$ cat config.mk
export PLATFORM = sky130hd
export DESIGN_NAME = du_report_receiver
export DESIGN_NICKNAME = d
export VERILOG_FILES = /design/src/rtl/du_report_receiver_pkg.sv /design/src/rtl/du_word_assembler.sv /design/src/rtl/du_report_receiver.sv
export SDC_FILE = /design/constraint.sdc
export NUM_CORES = 1
export LEC_CHECK = 0
export CORE_AREA = 3 3 86 88
export DETAILED_ROUTE_END_ITERATION = 8
export DIE_AREA = 0 0 89 91
export PLACE_DENSITY = 0.94
export SLEW_MARGIN = 10
export SYNTH_ARGS = -nofsm -noshare
export SYNTH_HDL_FRONTEND = slang
export SYNTH_SLANG_ARGS = --single-unit
$ cat constraint.sdc
create_clock -name i_clock -period 3.8 [get_ports i_clock]
set_clock_uncertainty 0.2 [all_clocks]
set_input_delay 0.76 -clock i_clock [delete_from_list [all_inputs] [get_ports i_clock]]
set_output_delay 0.76 -clock i_clock [all_outputs]
set_load 0.05 [all_outputs]
$ cat src/rtl/du_report_receiver_pkg.sv
// Shared constants and encodings for the debug-unit UART report receiver.
// Byte/word widths match the debug unit's transmit side.
package du_report_receiver_pkg;

  localparam int NB_BYTE = 8;
  localparam int NB_DATA = 32;

  localparam logic [1:0] FIELD_PC     = 2'd0;
  localparam logic [1:0] FIELD_CYCLES = 2'd1;
  localparam logic [1:0] FIELD_REG    = 2'd2;
  localparam logic [1:0] FIELD_MEM    = 2'd3;

  typedef enum logic [2:0] {
    ST_IDLE,
    ST_PC,
    ST_CYCLES,
    ST_REGS,
    ST_MEM
  } state_t;

  // Field tag reported for a word completed while in the given state.
  function automatic logic [1:0] field_of(input state_t s);
    case (s)
      ST_CYCLES: field_of = FIELD_CYCLES;
      ST_REGS:   field_of = FIELD_REG;
      ST_MEM:    field_of = FIELD_MEM;
      default:   field_of = FIELD_PC;
    endcase
  endfunction

endpackage

$ cat src/rtl/du_word_assembler.sv
// Big-endian byte-to-word assembler: first byte of a word lands in the MSB.
// word_done/word_full are combinational on the strobe carrying the last byte.
module du_word_assembler
  import du_report_receiver_pkg::*;
#(
  parameter int NB_DATA = du_report_receiver_pkg::NB_DATA,
  parameter int NB_BYTE = du_report_receiver_pkg::NB_BYTE
) (
  input  logic               clk,
  input  logic               reset,
  input  logic               clear,
  input  logic [NB_BYTE-1:0] rx_byte,
  input  logic               rx_valid,
  output logic [NB_DATA-1:0] word_full,
  output logic               word_done
);

  // Only the first three bytes need storing; the fourth comes straight from rx_byte.
  logic [NB_DATA-NB_BYTE-1:0] shreg;
  logic [1:0]                 cnt;

  assign word_full = {shreg, rx_byte};
  assign word_done = rx_valid && (cnt == 2'd3);

  always_ff @(posedge clk) begin
    if (reset || clear) begin
      shreg <= '0;
      cnt   <= 2'd0;
    end else if (rx_valid) begin
      shreg <= word_full[NB_DATA-NB_BYTE-1:0];
      cnt   <= cnt + 2'd1;
    end
  end

endmodule

$ cat src/rtl/du_report_receiver.sv
// Host-side receiver for the debug-unit report stream: reassembles words,
// tags them with field/index, and aborts frames on an inter-byte gap timeout.
module du_report_receiver
  import du_report_receiver_pkg::*;
#(
  parameter int NB_DATA      = du_report_receiver_pkg::NB_DATA,
  parameter int NB_BYTE      = du_report_receiver_pkg::NB_BYTE,
  parameter int N_REGISTERS  = 32,
  parameter int N_MEM_WORDS  = 32,
  parameter int NB_INDEX     = 6,
  parameter int TIMEOUT_CLKS = 200000
) (
  input  logic                i_clock,
  input  logic                i_reset,
  input  logic [NB_BYTE-1:0]  i_rx_byte,
  input  logic                i_rx_valid,
  output logic [NB_DATA-1:0]  o_word,
  output logic                o_word_valid,
  output logic [1:0]          o_field,
  output logic [NB_INDEX-1:0] o_index,
  output logic                o_frame_done,
  output logic                o_timeout_err,
  output logic                o_busy
);

  localparam int GW = $clog2(TIMEOUT_CLKS + 1);

  state_t              state, state_nxt;
  logic [NB_INDEX-1:0] idx, idx_nxt;
  logic [GW-1:0]       gap, gap_nxt;
  logic                timeout, last_word;
  logic                word_done;
  logic [NB_DATA-1:0]  word_full;

  du_word_assembler #(
    .NB_DATA (NB_DATA),
    .NB_BYTE (NB_BYTE)
  ) u_asm (
    .clk       (i_clock),
    .reset     (i_reset),
    .clear     (timeout),
    .rx_byte   (i_rx_byte),
    .rx_valid  (i_rx_valid),
    .word_full (word_full),
    .word_done (word_done)
  );

  always_comb begin
    state_nxt = state;
    idx_nxt   = idx;
    last_word = 1'b0;
    gap_nxt   = (state == ST_IDLE || i_rx_valid) ? '0 : gap + 1'b1;
    // A byte on the same cycle the gap would expire keeps the frame alive.
    timeout   = (state != ST_IDLE) && !i_rx_valid && (gap == GW'(TIMEOUT_CLKS - 1));
    case (state)
      ST_IDLE:   if (i_rx_valid) begin state_nxt = ST_PC; idx_nxt = '0; end
      ST_PC:     if (word_done) state_nxt = ST_CYCLES;
      ST_CYCLES: if (word_done) begin state_nxt = ST_REGS; idx_nxt = '0; end
      ST_REGS:
        if (word_done) begin
          if (idx == NB_INDEX'(N_REGISTERS - 1)) begin
            state_nxt = ST_MEM;
            idx_nxt   = '0;
          end else idx_nxt = idx + 1'b1;
        end
      ST_MEM:
        if (word_done) begin
          if (idx == NB_INDEX'(N_MEM_WORDS - 1)) begin
            state_nxt = ST_IDLE;
            idx_nxt   = '0;
            last_word = 1'b1;
          end else idx_nxt = idx + 1'b1;
        end
      default: state_nxt = ST_IDLE;
    endcase
    if (timeout) begin
      state_nxt = ST_IDLE;
      idx_nxt   = '0;
      gap_nxt   = '0;
    end
  end

  always_ff @(posedge i_clock) begin
    if (i_reset) begin
      state         <= ST_IDLE;
      idx           <= '0;
      gap           <= '0;
      o_word        <= '0;
      o_word_valid  <= 1'b0;
      o_field       <= 2'd0;
      o_index       <= '0;
      o_frame_done  <= 1'b0;
      o_timeout_err <= 1'b0;
    end else begin
      state         <= state_nxt;
      idx           <= idx_nxt;
      gap           <= gap_nxt;
      o_word_valid  <= word_done;
      o_frame_done  <= last_word;
      o_timeout_err <= timeout;
      if (word_done) begin
        o_word  <= word_full;
        o_field <= field_of(state);
        o_index <= idx;
      end
    end
  end

  assign o_busy = (state != ST_IDLE);

endmodule

-- Yosys cells after proc, flatten, opt, wreduce, memory -nomap -nowiden
Index checks and enable logic that the tools add are counted.
- reduce and logical (&&, ||, !) cells: 15
- equal/unequal tests: 15
- bitwise gates (word level): 2
- muxes and demuxes: 15
- $add $sub $neg: 3
- operator list (operator ; number):
    6-bit two-way mux ; 4
    3-bit two-way mux ; 7
    18-bit by 1-bit adder with 18-bit output (second input constant) ; 1
    18-bit equality test (second input constant) ; 1
    6-bit one-hot mux with 3 select lines ; 1
    3-bit one-hot mux with 5 select lines ; 1
    2-bit inequality test (second input constant) ; 7
    7-bit AND reduction ; 1
    6-bit by 1-bit adder with 6-bit output (second input constant) ; 1
    3-bit by 2-bit equality test with 1-bit output (second input constant) ; 2
    6-bit by 5-bit equality test with 1-bit output (second input constant) ; 1
    2-bit one-hot mux with 3 select lines ; 1
    3-bit nonzero test ; 2
    3-bit OR reduction ; 2
    4-bit AND reduction ; 1
    2-bit OR reduction ; 2
    3-bit by 1-bit equality test with 1-bit output (second input constant) ; 1
    3-bit equality test (second input constant) ; 1
    1-bit logical AND ; 3
    3-bit logical NOT ; 1
    2-bit by 1-bit adder with 2-bit output (second input constant) ; 1
    2-bit equality test (second input constant) ; 1
    1-bit logical OR ; 2
    2-bit by 1-bit inequality test with 1-bit output (second input constant) ; 1
    other kinds (3) ; 4
- register bits: 96
- output and inout bits: 44
- word-level logic and storage cells: 61
- bits of input ports: 11

-- Depth between registers and ports, before layout
Gate-level depths: netlist of the first run.
- depth in word-level cells: 4
- mapped depth: 7
- depth with buffers taken out: 5

-- Modules after synthesis
A second synthesis of the first run with hierarchy kept.
- cell total of the unflattened synthesis: 389
- area, all modules: 3834.9 µm²
- by module, submodules not included (module ; cells each ; sequential area each (µm²) ; area each (µm²) ; times used):
    du_report_receiver ; 294 ; 1401.3 ; 2795.2 ; 1
    du_word_assembler ; 95 ; 520.5 ; 1039.7 ; 1

-- Worst setup path before layout of the first run
OpenSTA, ideal clock, no wires.
- path type: input -> register
- start point: in i_rx_valid
- end point: reg u_asm.cnt[0]
- setup time: 115 ps
- buffers on the path: 2
- stages on the path: 5
- arrival time: 2005 ps
- setup slack: 1480 ps
- data required time: 3485 ps
- cells stage by stage: clkbuf_1 > or2_2 > o41ai_4 > buf_6 > nor2_2
- cells in the longest elaborated chain, start to end: 4
- ends and longest elaborated chain (item ; line ; source):
    start: declaration ; du_report_receiver.sv:16 ; input logic i_rx_valid,
    1-bit logical NOT ; du_report_receiver.sv:54 ; timeout = (state != ST_IDLE) && !i_rx_valid && (gap == GW'(TIMEOUT_CLKS - 1));
    1-bit logical AND (2 in series) ; du_report_receiver.sv:54 ;
    1-bit logical OR ; du_word_assembler.sv:26 ; if (reset || clear) begin
    end signal: assignment ; du_word_assembler.sv:31 ; cnt <= cnt + 2'd1;
    end: declaration ; du_word_assembler.sv:20 ; logic [1:0] cnt;
Several ways; a longest one is shown, not always the timed one.
A chain may end at the register's enable or synchronous reset.

-- Worst setup path in the final report of the first run
- start point: reg state[2]
- end point: out o_busy
- cells in the longest elaborated chain, start to end: 1
- ends and longest elaborated chain (item ; line ; source):
    start: declaration ; du_report_receiver.sv:28 ; state_t state, state_nxt;
    start signal: assignment ; du_report_receiver.sv:95 ; state <= state_nxt;
    3-bit nonzero test ; du_report_receiver.sv:109 ; assign o_busy = (state != ST_IDLE);
    end: declaration ; du_report_receiver.sv:23 ; output logic o_busy
Every way passes these cells.

==> impl_metrics.toml, run 1 <==
[outcome]
status = "complete, no violations"

[timing]
min_period_over_period_pct = 77.9
hold_ws_ns = 0.258
maxSlewViolCount = 0
hold_viol_final = 0
slew-limit-headroom_pct = 33.0
max_freq_ghz = 0.338
tns_ns = 0
grt_setup_unrepaired = "no"
worstMarginPinSlew_ns = 1.00
layout_min_cycle_time_ns = 2.96
setup_viol = 0

[pwr]
irDropWorstVdd_v = 0.000244
p_seq_share_pct = 57.3
power_frac_comb_pct = 5.6
power.switching_uw = 484
intPower_uw = 1320
switching_share_pct = 26.9
finalPower_uw = 1800
p_per_area_mw_per_mm2 = 393
power.share.clock_pct = 37.0
leakage_uw = 0.00157

[cts]
postCtsSetupBuffers = 0
hold_buffers = 0
cts_buffers = 9
cts_max_path_buffers = 2
cts_resized = 0
clk_pin_slew_ns = 0.10
cts-root-buf = "clkbuf_8"
cts_num_sinks = 96
worstSkewPairLatency_ns = 0.37
h-tree-depth = 3
cts_tree = "yes"

[floorplan]
rows = 30
initial_utilization_pct = 57.0
core_area_sq_mm = 0.00672
fp.dieArea_sq_mm = 0.00810
die_h_um = 91
die_x_um = 89
ioPinCount = 55

[synth]
syn-num-nets = 443
synth_area_leader_cell = "dfxtp_1"
yosysTopAreaCellShare_pct = 50.2
netlist_instances = 429
seq_area_frac_synth_pct = 50.2
post_synth_num_cell_types = 44
ys_top_cells_by_area = "dfxtp_1 (50%), nand2_1 (8.9%), mux2i_1 (6.8%)"
synth_area_sq_mm = 0.00383
postSynthAreaPerCell_sq_um = 8.92
ys_ff_latch = 96
yosys_warnings = 0

[final_layout]
layout_commonest_cell = "dfxtp_1"
seq_area_sq_mm = 0.00192
final_cells = 559
syn_to_final_growth_pct = 19.7
layout-drive-gt1-share_pct = 11.9
final.fill_count = 487
multi_input_area_sq_mm = 0.00174
antenna_cells = 0
nets = 488
final_cell_mix = "dfxtp_1 (96), nand2_1 (91), clkdlybuf4s50_1 (53)"

[critical_path]
crit_fanout = 7
start_kind = "flip-flop"
worstSetupPathType = "flip-flop to output pin"
path_cells = "nor3_1 > inv_1 > clkdlybuf4s50_1"
critPathSlowestCell = "clkdlybuf4s50_1"
cp.required_ns = 2.84
slowest_delay_ns = 0.71
end_kind = "output pin"
cp.arrival_ns = 2.00

[global_route]
antenna_found_initial = 0
grt_max_degree = 41
grt_pass1_vias = 3020
overflow = 0
grt_pass1_wl_mm = 14.0
grt_usage_pct = 21.8

[placement]
dp.final_hpwl_mm = 5.69
place.port_buffers = 54
place_inst = 543
gp_congestion = 0.828

[route]
final_antenna_net_count = 0
viasPerCell = 5.66
dr.pass1.iters = 4
drc = 0
wirelength_mm = 8.44
wl_per_cell_um = 15.1
drt_iter0_markers = 146
vias = 3164

[flow_run]
maxCapViolCount = 0

[min_path]
min_path_type = "flip-flop to flip-flop"
[worst max-delay path: cells and delay by family, from the launching register on]
kind | cells | cell delay (ns)
flip-flops | 1 | 0.38
AND/OR/NAND/NOR | 1 | 0.46
buffers and inverters | 2 | 0.80
[power groups by stage]
| stage | Sequential (uW) | Clock, uW | Combinational, uW |
|---|---|---|---|
| 2_1_floorplan | 1060 | 0 | 69.0 |
| 3_3_place_gp | 1050 | 0 | 96.9 |
| 3_5_place_dp | 1060 | 0 | 101 |
| 4_1_cts | 1030 | 674 | 102 |
| 5_1_grt | 1030 | 708 | 109 |
| 6_report | 1030 | 668 | 101 |
[metal layers]
metal	global-route usage [%]	part of all wire, %	routed length, um
met1	27.4	42	3560
met2	36.1	51	4320
met3	4.36	4.6	388
met4	8.81	2.0	167
met5	0	0	0
[sequential cells by signal, summed over array words and instances (netlist names)]
signal         count
u_asm.cnt          2
gap               18
state              3
o_timeout_err      1
u_asm.shreg       24
o_word_valid       1
o_field            2
o_frame_done       1
idx                6
o_index            6
o_word            32
[kinds of logic (layout without fill, tap and decap cells)]
logic type | after synthesis | in the layout | synth area share [%]
flip-flops | 96 | 96 | 50.2
XOR/XNOR | 13 | 13 | 2.97
AND/OR/NAND/NOR | 185 | 185 | 23.2
buffers and inverters | 35 | 85 | 4.31
adder cells (fa/ha/maj) | 3 | 3 | 0.980
AO/OA/AOI/OAI | 70 | 70 | 11.3
multiplexers | 27 | 27 | 7.09
[layout make-up]
| class | count | share of cell area [%] |
|---|---|---|
| clock buffer | 9 | 2.70 |
| inverter | 10 | 0.819 |
| multi-input combinational | 298 | 38.0 |
| clock inverter | 7 | 1.58 |
| timing repair buffer | 59 | 12.8 |
| tap | 80 | 2.18 |
| sequential | 96 | 41.9 |
[per-stage QoR]
stage / worst slack [ns] / util, % / cell area [sq um]
after floorplan: 1.48 / - / 3830
after global placement: 1.07 / 65.3 / 4390
after detailed placement: 0.955 / 65.3 / 4390
after CTS: 0.802 / 68.2 / 4580
after global routing: 0.687 / 68.2 / 4580
final: 0.839 / 68.2 / 4580
[synthesized netlist by cell type (all sizes together)]
cell type,number
a2111oi,1
a21oi,52
a22o,1
a22oi,2
a31oi,2
and2,2
and3,3
buf,8
clkbuf,17
dfxtp,96
ha,3
inv,10
mux2,1
mux2i,26
nand2,91
nand3,9
nand3b,2
nand4,5
nand4b,2
nor2,46
nor2b,1
nor3,10
nor4,3
nor4bb,1
o211ai,1
o21ai,5
o2bb2ai,1
o31ai,2
o41ai,3
or2,2
or3,4
or3b,1
or4,1
or4b,2
xnor2,10
xor2,3
[path summary, 6_finish.rpt]
check / start / end / slack [ns] / cells past startpoint
worst max-delay path: state[2]$_SDFFE_PP0P_ / o_busy / 0.84 / 3
worst min-delay path: o_word[29]$_SDFFE_PP0P_ / o_word[29]$_SDFFE_PP0P_ / 0.26 / 2
worst max register to register: gap[0]$_SDFF_PP0_ / u_asm.shreg[0]$_SDFFE_PP0P_ / 0.86 / 6
worst min register to register: o_word[29]$_SDFFE_PP0P_ / o_word[29]$_SDFFE_PP0P_ / 0.26 / 2
Power figures use the tool's default switching activity.
==> inputs of run 2 (changes only) <==
CORE_AREA = 3 3 94 96   (was 3 3 86 88)
DIE_AREA = 0 0 97 99   (was 0 0 89 91)
PLACE_DENSITY = 0.85   (was 0.94)
clock period = 2.63 ns   (was 3.8 ns; I/O delays follow)
==> impl_metrics.toml, run 2 (synthesized netlist as in run 1, its figures left out) <==
[pwr]
finalPower_uw = 2640
power_frac_comb_pct = 5.6
switching_share_pct = 24.7
irDropWorstVdd_v = 0.000308
p_per_area_mw_per_mm2 = 568
leakage_uw = 0.00159
intPower_uw = 1990
p_seq_share_pct = 56.4
power.switching_uw = 653
power.share.clock_pct = 38.0

[floorplan]
initial_utilization_pct = 47.1
rows = 33
fp.dieArea_sq_mm = 0.00960
ioPinCount = 55
die_h_um = 99
core_area_sq_mm = 0.00813
die_x_um = 97

[critical_path]
cp-startpoint = "state[2]$_SDFFE_PP0P_"
cp.arrival_ns = 1.73
r2r-start = "gap[0]$_SDFF_PP0_"
start_kind = "flip-flop"
ff2ff_path_depth = 6
regToRegSetupSlack_ns = 0.28
crit_fanout = 7
cp.required_ns = 1.90
worstSetupPathType = "flip-flop to output pin"
end_kind = "output pin"

[final_layout]
final_cells = 588
nets = 492
final_cell_mix = "dfxtp_1 (96), nand2_1 (91), clkdlybuf4s50_1 (52)"
antenna_cells = 0
layout_commonest_cell = "dfxtp_1"
regMostFlops = "o_word"
syn_to_final_growth_pct = 21.6
largest_register_ffs = 32
layout-drive-gt1-share_pct = 12.6
reg_top3 = "o_word x32, u_asm.shreg x24, gap x18"

[timing]
max_freq_ghz = 0.408
worstMarginPinSlew_ns = 0.534
hold_viol_final = 0
grt_setup_unrepaired = "no"
min_period_over_period_pct = 93.2
tns_ns = 0
slew-limit-headroom_pct = 64.3
layout_min_cycle_time_ns = 2.45
maxSlewViolCount = 0
setup_viol = 0

[cts]
cts_num_sinks = 96
cts_buffers = 9
h-tree-depth = 3
cts_tree = "yes"
clk_pin_slew_ns = 0.09
cts-root-buf = "clkbuf_8"
worstSkewPairLatency_ns = 0.37
hold_buffers = 0
cts_max_path_buffers = 2
postCtsSetupBuffers = 0

[min_path]
min_path_type = "flip-flop to flip-flop"
hp-start = "o_word[31]$_SDFFE_PP0P_"
hold-path-cell-count = 2

[route]
wl_per_cell_um = 13.7
drt_iter0_markers = 120
wirelength_mm = 8.07
vias = 3047
final_antenna_net_count = 0
viasPerCell = 5.18
dr.pass1.iters = 4
drc = 0

[global_route]
antenna_found_initial = 0
grt_pass1_wl_mm = 13.7
grt_pass1_vias = 2949
grt_usage_pct = 17.2
grt_max_degree = 36
overflow = 0

[placement]
dp.final_hpwl_mm = 5.75
place.port_buffers = 54
gp_congestion = 0.792
place_inst = 572

[flow_run]
maxCapViolCount = 0

[outcome]
status = "complete, no violations"
[run 2: changes by cell type in the layout (fill, tap and decap cells not counted)]
cell and change:
buf_4 +4, inv_6 +2, bufinv_16 +1, clkdlybuf4s50_1 -1
clkinv_4 -1, clkinv_8 -1, dlygate4sd2_1 +1, inv_8 -1
[run 2: power groups by stage]
stage | sequential (uW) | combinational, uW | clock (uW)
6_report | 1490 | 147 | 1010
4_1_cts | 1490 | 148 | 1020
3_3_place_gp | 1520 | 144 | 0
2_1_floorplan | 1530 | 99.7 | 0
3_5_place_dp | 1520 | 149 | 0
5_1_grt | 1490 | 159 | 1080
[run 2: worst max-delay path: stages (launching register included)]
cell           delay [ns]
dfxtp_1              0.37
nor3_1               0.45
inv_1                0.10
dlygate4sd2_1        0.44
[run 2: final timing paths]
path | end
max | o_busy
min | o_word[31]$_SDFFE_PP0P_
max reg2reg | state[1]$_SDFFE_PP0P_
min reg2reg | o_word[31]$_SDFFE_PP0P_
[run 2: timing repair]
item,in CTS,in global routing
endpoints found under the hold margin,0,0
resized for setup,1,0
endpoints found under the setup margin,1,0
[run 2: layer usage]
layer	part of all wire, %	global-route usage, %
met1	47	22.2
met4	1.4	6.59
met5	0	0
met2	47	27.7
met3	5.1	4.53
[run 2: final cells by class]
cell class,instances,area (sq um)
clock buffers,9,124
clock inverters,7,83.8
inverters,10,37.5
multi-input cells,298,1740
well taps,105,131
flip-flops and latches,96,1920
fillers,697,3480
repair buffers,63,614
[run 2: stage by stage]
| stage | setup slack [ns] | hold WS (ns) | utilization, % | cell area, sq um |
|---|---|---|---|---|
| final | 0.178 | 0.258 | 57.2 | 4650 |
| after global routing | 0.0823 | 0.271 | 57.2 | 4650 |
| after CTS | 0.152 | 0.259 | 57.2 | 4650 |
| after detailed placement | 0.278 | 0.246 | 54.7 | 4450 |
| after global placement | 0.326 | 0.243 | 54.7 | 4450 |
| after floorplan | 0.462 | 0.230 | - | 3830 |
==> inputs of run 3 (changes only) <==
==> constraint.sdc (replaced) <==
create_clock -name i_clock -period 2.2 [get_ports i_clock]
set_clock_uncertainty 0.2 [all_clocks]
set_input_delay 0.22 -clock i_clock [delete_from_list [all_inputs] [get_ports i_clock]]
set_output_delay 0.22 -clock i_clock [all_outputs]
set_load 0.05 [all_outputs]
==> impl_metrics.toml, run 3 (synthesized netlist as in run 1, its figures left out) <==
[outcome]
status = "complete, no violations"

[critical_path]
critPathSlowestCell = "dfxtp_1"
worstSetupPathType = "flip-flop to flip-flop"
cp.required_ns = 2.23
cp.arrival_ns = 2.07
critical_path.most_common_cell = "buf_4"
end_kind = "flip-flop"
crit_fanout = 18
path_buf_inv = 2
path_cells = "ha_1 > nand4_2 > or2_0 > buf_4 > o31ai_4 > buf_4 > a21oi_1"
crit_family = "buffers and inverters"
slowest_delay_ns = 0.38
start_kind = "flip-flop"

[timing]
min_period_over_period_pct = 93.0
maxSlewViolCount = 0
hold_ws_ns = 0.250
max_freq_ghz = 0.489
worstMarginPinSlew_ns = 0.521
layout_min_cycle_time_ns = 2.04
hold_viol_final = 0
slew-limit-headroom_pct = 65.2
grt_setup_unrepaired = "no"
tns_ns = 0
setup_viol = 0

[floorplan]
rows = 33
core_area_sq_mm = 0.00813
ioPinCount = 55
die_h_um = 99
initial_utilization_pct = 47.1
die_x_um = 97
fp.dieArea_sq_mm = 0.00960

[final_layout]
reg_top3 = "o_word x32, u_asm.shreg x24, gap x18"
layout_commonest_cell = "dfxtp_1"
nets = 499
largest_register_ffs = 32
regMostFlops = "o_word"
antenna_cells = 0
final_cell_mix = "dfxtp_1 (96), nand2_1 (91), clkdlybuf4s50_1 (52)"
final_cells = 594
final_util_pct = 57.9
layout-drive-gt1-share_pct = 13.9
syn_to_final_growth_pct = 23.0

[global_route]
grt_max_degree = 33
grt_usage_pct = 17.2
overflow = 0
grt_pass1_wl_mm = 13.7
grt_pass1_vias = 2994
antenna_found_initial = 0

[route]
dr.pass1.iters = 4
viasPerCell = 5.17
final_antenna_net_count = 0
vias = 3072
wl_per_cell_um = 13.5
wirelength_mm = 8.01
drt_iter0_markers = 179
drc = 0

[cts]
cts-root-buf = "clkbuf_8"
worstSkewPairLatency_ns = 0.36
cts_resized = 0
h-tree-depth = 3
cts_num_sinks = 96
cts_max_path_buffers = 2
clk_pin_slew_ns = 0.09
postCtsSetupBuffers = 0
cts_tree = "yes"
cts_buffers = 9
hold_buffers = 0

[pwr]
power.switching_uw = 719
power.share.clock_pct = 37.5
switching_share_pct = 22.9
p_seq_share_pct = 56.8
p_per_area_mw_per_mm2 = 666
power_frac_comb_pct = 5.8
irDropWorstVdd_v = 0.000399
leakage_uw = 0.00162
intPower_uw = 2420

[placement]
dp.final_hpwl_mm = 5.67
place_inst = 579
gp_congestion = 0.827
place.port_buffers = 54

[flow_run]
maxCapViolCount = 0

[min_path]
min_path_type = "primary input to flip-flop"
[run 3: changes by cell type in the layout (fill, tap and decap cells not counted), sizes merged]
cell	delta
buf	+8
inv	-4
dlygate4sd2	-1
clkbuf	+2
clkinv	+1
[run 3: metal layers]
| layer | global-route usage (%) | routed length [um] |
|---|---|---|
| met1 | 21.9 | 3760 |
| met2 | 29.0 | 3820 |
| met3 | 5.10 | 365 |
| met4 | 4.00 | 63 |
| met5 | 0 | 0 |
[run 3: final cells by class]
cell class | count | area [sq um]
Tap cell | 105 | 131
Multi-Input combinational cell | 298 | 1740
Clock buffer | 11 | 151
Fill cell | 716 | 3430
Inverter | 10 | 37.5
Clock inverter | 4 | 51.3
Sequential cell | 96 | 1920
Timing Repair Buffer | 70 | 673
[run 3: power groups by stage]
stage,logic [uW],registers [uW],clock network (uW)
5_1_grt,198,1790,1270
2_1_floorplan,119,1820,0
3_3_place_gp,176,1820,0
3_5_place_dp,180,1820,0
4_1_cts,181,1780,1200
6_report,181,1780,1180
[run 3: worst reg2reg max path: cells and delay by family (launching register included)]
kind                     cells  cell delay [ns]
AO/OA/AOI/OAI                2             0.27
adder cells (fa/ha/maj)      1             0.23
buffers and inverters        2             0.43
flip-flops                   1             0.38
AND/OR/NAND/NOR              2             0.41
[run 3: path summary, 6_finish.rpt]
| check | endpoint | start | cells past startpoint | slack [ns] |
|---|---|---|---|---|
| worst max register to register | gap[14]$_SDFF_PP0_ | gap[0]$_SDFF_PP0_ | 7 | 0.16 |
| worst min-delay path | o_word[6]$_SDFFE_PP0P_ | i_rx_byte[6] | 3 | 0.25 |
| worst max-delay path | gap[14]$_SDFF_PP0_ | gap[0]$_SDFF_PP0_ | 7 | 0.16 |
| worst min register to register | o_word[5]$_SDFFE_PP0P_ | o_word[5]$_SDFFE_PP0P_ | 2 | 0.26 |
[run 3: through the flow]
stage | area [sq um] | power, uW | setup slack [ns]
after global placement | 4500 | 2000 | 0.0948
after detailed placement | 4500 | 2000 | 0.0274
after CTS | 4700 | 3160 | 0.000762
after global routing | 4710 | 3250 | 0.0212
final | 4710 | 3140 | 0.155
after floorplan | 3830 | 1940 | 0.0320
